===== src/rtl/load_store_unit.sv =====
// Initiator side of a big-endian word memory port: byte/half/word loads and stores,
// with misaligned half/word accesses split into two word cycles.
module load_store_unit #(
    parameter bit SPLIT_EN = 1'b1
) (
    input  logic        clk,
    input  logic        rst_n,
    input  logic        req,
    input  logic        we,
    input  logic [1:0]  size,
    input  logic        uns,
    input  logic [31:0] addr,
    input  logic [31:0] wdata,
    output logic        ready,
    output logic        done,
    output logic [31:0] rdata,
    output logic        err,
    output logic [31:0] mem_A,
    output logic        mem_WE,
    output logic [3:0]  mem_BE,
    output logic [31:0] mem_WD,
    input  logic [31:0] mem_RD
);

    typedef enum logic [2:0] {S_IDLE, S_ACC1, S_ACC2, S_CAP, S_DONE} state_t;

    state_t      state;
    logic        we_q;
    logic [1:0]  size_q;
    logic        uns_q;
    logic [1:0]  off_q;
    logic        split_q;
    logic [3:0]  be_lo;
    logic [31:0] wd_lo;
    logic [31:0] rd0_q;

    logic        misaligned;
    logic        split_in;
    logic        bad_in;
    logic [7:0]  be_base;
    logic [63:0] wd_base;
    logic [7:0]  be_in;
    logic [63:0] wd_in;

    // Accesses are viewed through an 8-byte window spanning two words; the upper
    // half of the window is the first word access, the lower half the second.
    always_comb begin
        misaligned = ((size == 2'b01) && (addr[1:0] == 2'b11)) ||
                     ((size == 2'b10) && (addr[1:0] != 2'b00));
        split_in   = SPLIT_EN && misaligned;
        bad_in     = (size == 2'b11) || (!SPLIT_EN && misaligned);
        case (size)
            2'b00: begin
                be_base = 8'h80;
                wd_base = {wdata[7:0], 56'd0};
            end
            2'b01: begin
                be_base = 8'hC0;
                wd_base = {wdata[15:0], 48'd0};
            end
            default: begin
                be_base = 8'hF0;
                wd_base = {wdata, 32'd0};
            end
        endcase
        be_in = be_base >> addr[1:0];
        wd_in = wd_base >> {addr[1:0], 3'b000};
    end

    logic [63:0] rd_win;
    logic [5:0]  rd_base;
    logic [31:0] rd_top;
    logic [31:0] ld_res;
    logic        sx;

    always_comb begin
        rd_win  = split_q ? {rd0_q, mem_RD} : {mem_RD, 32'd0};
        rd_base = 6'd32 - {1'b0, off_q, 3'b000};
        rd_top  = rd_win[rd_base +: 32];
        sx      = ~uns_q & rd_top[31];
        case (size_q)
            2'b00:   ld_res = {{24{sx}}, rd_top[31:24]};
            2'b01:   ld_res = {{16{sx}}, rd_top[31:16]};
            default: ld_res = rd_top;
        endcase
    end

    always_ff @(posedge clk or negedge rst_n) begin
        if (!rst_n) begin
            state   <= S_IDLE;
            ready   <= 1'b1;
            done    <= 1'b0;
            err     <= 1'b0;
            rdata   <= '0;
            mem_A   <= '0;
            mem_WE  <= 1'b0;
            mem_BE  <= '0;
            mem_WD  <= '0;
            we_q    <= 1'b0;
            size_q  <= '0;
            uns_q   <= 1'b0;
            off_q   <= '0;
            split_q <= 1'b0;
            be_lo   <= '0;
            wd_lo   <= '0;
            rd0_q   <= '0;
        end else begin
            done <= 1'b0;
            case (state)
                S_IDLE: begin
                    if (req) begin
                        we_q    <= we;
                        size_q  <= size;
                        uns_q   <= uns;
                        off_q   <= addr[1:0];
                        split_q <= split_in;
                        be_lo   <= be_in[3:0];
                        wd_lo   <= wd_in[31:0];
                        ready   <= 1'b0;
                        if (bad_in) begin
                            state <= S_DONE;
                            done  <= 1'b1;
                            err   <= 1'b1;
                        end else begin
                            state  <= S_ACC1;
                            err    <= 1'b0;
                            mem_A  <= {addr[31:2], 2'b00};
                            mem_WE <= we;
                            mem_BE <= be_in[7:4];
                            if (we) mem_WD <= wd_in[63:32];
                        end
                    end
                end
                S_ACC1: begin
                    if (split_q) begin
                        state  <= S_ACC2;
                        mem_A  <= mem_A + 32'd4;
                        mem_WE <= we_q;
                        mem_BE <= be_lo;
                        if (we_q) mem_WD <= wd_lo;
                    end else begin
                        state  <= S_CAP;
                        mem_WE <= 1'b0;
                        mem_BE <= '0;
                    end
                end
                S_ACC2: begin
                    state  <= S_CAP;
                    rd0_q  <= mem_RD;
                    mem_WE <= 1'b0;
                    mem_BE <= '0;
                end
                S_CAP: begin
                    state <= S_DONE;
                    done  <= 1'b1;
                    if (!we_q) rdata <= ld_res;
                end
                S_DONE: begin
                    state <= S_IDLE;
                    ready <= 1'b1;
                    err   <= 1'b0;
                end
                default: begin
                    state <= S_IDLE;
                    ready <= 1'b1;
                end
            endcase
        end
    end

endmodule


===== config.mk =====
export PLATFORM = sky130hd
export DESIGN_NAME = load_store_unit
export DESIGN_NICKNAME = d
export VERILOG_FILES = /design/src/rtl/load_store_unit.sv
export SDC_FILE = /design/constraint.sdc
export NUM_CORES = 1
export LEC_CHECK = 0
export CORE_UTILIZATION = 53
export CTS_CLUSTER_SIZE = 40
export DETAILED_ROUTE_END_ITERATION = 6
export GPL_ROUTABILITY_DRIVEN = 0
export PLACE_DENSITY = 0.79
export SYNTH_ARGS = -nofsm -noshare
export SYNTH_HDL_FRONTEND = slang
export SYNTH_SLANG_ARGS = --single-unit
export TNS_END_PERCENT = 1

===== constraint.sdc =====
create_clock -name clk -period 4.35 [get_ports clk]
set_clock_uncertainty 0.1 [all_clocks]
set_input_delay 0.87 -clock clk [delete_from_list [all_inputs] [get_ports clk]]
set_output_delay 0.87 -clock clk [all_outputs]
set_load 0.005 [all_outputs]

==> run summary <==
Ports -> 207
Setup CP Type -> register to register
Dpl cells -> 1,578
GR Layer Usage met2 -> 50.9%
Grt total ovfl -> 0
Distinct cells, synth -> 75
Worst IR Drop VDD -> 0.000451 V
Critical Path RT -> 4.56 ns
RSZ-0062 raised after global routing -> false
TritonRoute pass-1 iters -> 7
Post-DP HPWL -> 23.2 mm
Wire per inst -> 20.9 um
1st-iter DRT viols -> 1,120
Post-Synthesis Cell Area -> 10,800 um2
Crit-path max FO -> 33
Top post-synthesis cells by area -> dfrtp_1, mux2_2, mux2i_1
Syn Area/Cell -> 9.10 um2
DRC -> 0
Initial Util -> 54.7%
Fin area -> 13,600 um2
Hold Crit Class -> register to register
Final Setup Violations -> 0
Die ar. -> 20,900 um2
Post-placement cell area -> 13,000 um2
Cells after Synth -> 1,186
Busiest grt layer -> met2
Clk_lat worst skew -> 0.44 ns
Clk root buf -> clkbuf_16
Post-route non-filler standard cell count -> 1,610
Largest net degree at the start of global routing -> 95
Worst-margin pin slew -> 1.11 ns
Status -> complete, no violations
Power per cell area -> 783 nW/um2
FILL cells -> 1,578
Vias post-DR -> 10,600
Worst Setup End Kind -> register
Total routed wirelength -> 33.7 mm
Synth warn -> 0
Met1 Use GR -> 42.7%
Fin Hold WS -> 0.382 ns
Avg Vias per Cell -> 6.59
NumNets Final -> 1,437
CTS tree -> yes
EDFF count, synth -> 0
Critical Path Source Type -> register
Max Transition Viols Final -> 0
Clock sink total -> 171
Synth Register Bits -> 171
Die span in y -> 145 um
Max_slew headroom -> 25.5%
Flip-flop and latch area -> 4280 um2
IO Port Bufs -> 204
Minimum clock period -> 3.44 ns
Post-CTS Resized -> 0
Final setup TNS -> 0 ns
Sequential area share after synthesis -> 39.6%
Routing usage on met3 -> 7.93%
Clock slew at reported path FFs -> 0.07 ns
Max frequency -> 0.290 GHz
Hold Buf Count CTS -> 0
Vias in the first global route -> 10,100
Rows -> 51
# Post-CTS Setup Buffers -> 0
Core Area -> 19,700 um2
Share of cells above drive strength 1 -> 12.9%
Final-report hold violation count -> 0
Max-cap viol count -> 0
CTS Buf Count -> 17
Routed Antenna Nets -> 0
WP data arrival -> 3.66 ns
Longest Clk Path Bufs -> 2
Synth top area share -> 39.4%
P&R area growth vs syn -> 25.9%
Diode count -> 0
Multi-input gate area -> 6070 um2
First-pass GRT wire length -> 52.9 mm
Initial antenna violation count -> 0
Leak -> 0.00538 uW
Ys async rst share -> 100%
Post-route clock period utilization -> 79.2%
Post-synth top flop -> dfrtp_1
GRT Overall Usage -> 32.8%
H-tree depth -> 4
Yosys top cell by area -> dfrtp_1
Die Width -> 145 um
[worst paths after layout]
path,startpoint,end,slack [ns],depth (start not counted)
min reg2reg,mem_WD[17],mem_WD[17],0.38,2
min,mem_WD[17],mem_WD[17],0.38,2
max reg2reg,off_q[0],rdata[4],0.91,9
max,off_q[0],rdata[4],0.91,9
min in group asynchronous,rst_n,mem_WD[18],0.43,1
max in group asynchronous,rst_n,rdata[1],2.62,2
[Yosys cell counts (4+ instances only)]
cell and count:
a2bb2oi_1 4, a22oi_1 24, nor3b_1 6, dfrtp_1 170, clkbuf_1 72, or3b_2 4
and3_1 8, a21oi_1 96, o32ai_1 9, and2_1 5, o31ai_1 6, nor4_1 12
o21ai_0 102, o2bb2ai_1 5, o221ai_1 15, o22a_1 4, a32oi_1 5, nand2_1 126
o211ai_1 7, a31oi_1 19, nand3_1 28, mux2i_1 68, mux2_2 81, a311oi_1 5
buf_2 17, buf_1 11, nand4_1 4, inv_1 15, nor2_1 77, nor3_1 14
o22ai_1 24, a221oi_1 17, nand2b_1 6, mux4_2 10, or3_1 6, o21a_1 4
nor2b_1 18, a211oi_1 8, a22o_1 22
[placed cells by master, fill, tap and decap left out, types with 6 or more instances in the layout]
cell             synthesis  routed
clkdlybuf4s50_1          0     201
clkbuf_16                0      17
or3_1                    6       6
nand3_1                 28      27
a31oi_1                 19      19
nor4_1                  12      11
mux2i_1                 68      68
nor3_1                  14      14
a21oi_1                 96      96
o22ai_1                 24      24
o221ai_1                15      15
o21ai_0                102     102
mux4_2                  10      10
a221oi_1                17      17
o31ai_1                  6       6
nor2b_1                 18      18
nand2_1                126     126
nand2b_1                 6       6
a211oi_1                 8       8
and3_1                   8       8
inv_1                   15      15
mux2_2                  81      81
o211ai_1                 7       7
dfrtp_1                170     168
buf_4                    3      25
a22oi_1                 24      24
a22o_1                  22      22
nor2_1                  77      77
o32ai_1                  9       9
[cell families after synthesis]
group	count (synthesis)	synth area share, %
other cells	1	0.0347
xor+xnor	1	0.0811
simple gates	330	14.5
mux	159	16.8
flops	171	39.7
compound gates	402	24.2
fa+ha+maj	2	0.232
buf+inv	120	4.49
[registers in the layout, indices dropped and copies added, names as in the netlist]
signal and count:
err 1, done 1, mem_A 30, mem_WE 1, off_q 2, rd0_q 32, we_q 1, wd_lo 24
state 3, split_q 1, mem_BE 4, ready 1, be_lo 3, mem_WD 32, uns_q 1, size_q 2
rdata 32
[per-layer routing]
metal | routed length [um] | up-vias
li1 | - | 4759
met1 | 13300 | 5092
met2 | 15400 | 644
met3 | 3390 | 113
met4 | 1540 | 0
met5 | 0 | -
[power breakdown]
group | internal, uW | leakage (uW) | switching (uW)
Combinational | 2740 | 0.00300 | 3300
Clock | 877 | 0.000285 | 699
Sequential | 2310 | 0.00209 | 719
[metrics by stage]
step | utilization [%] | power (uW) | worst slack (ns)
global placement | 65.9 | 8770 | 0.968
global route | 68.9 | 11300 | 0.778
detailed placement | 65.9 | 8910 | 0.943
floorplan | - | 6700 | 1.26
CTS | 68.9 | 10500 | 1.04
finish | 68.9 | 10600 | 0.905
[layout make-up]
cell class / instances / share of cell area [%]
Inverter: 16 / 0.442
Timing Repair Buffer: 230 / 16.5
Tap cell: 265 / 2.44
Clock buffer: 19 / 3.26
Multi-Input combinational cell: 896 / 44.7
Clock inverter: 13 / 1.17
Sequential cell: 171 / 31.5
[worst max-delay path, stage by stage, from the launching register on]
cell	delay, ns
dfrtp_2	0.35
inv_1	0.12
ha_2	0.76
buf_4	0.44
nor3b_1	0.14
and2_1	0.16
a2111oi_0	0.62
buf_4	0.24
o21ai_0	0.08
o31a_1	0.29
Note: power is estimated with default switching activity, not from simulation.
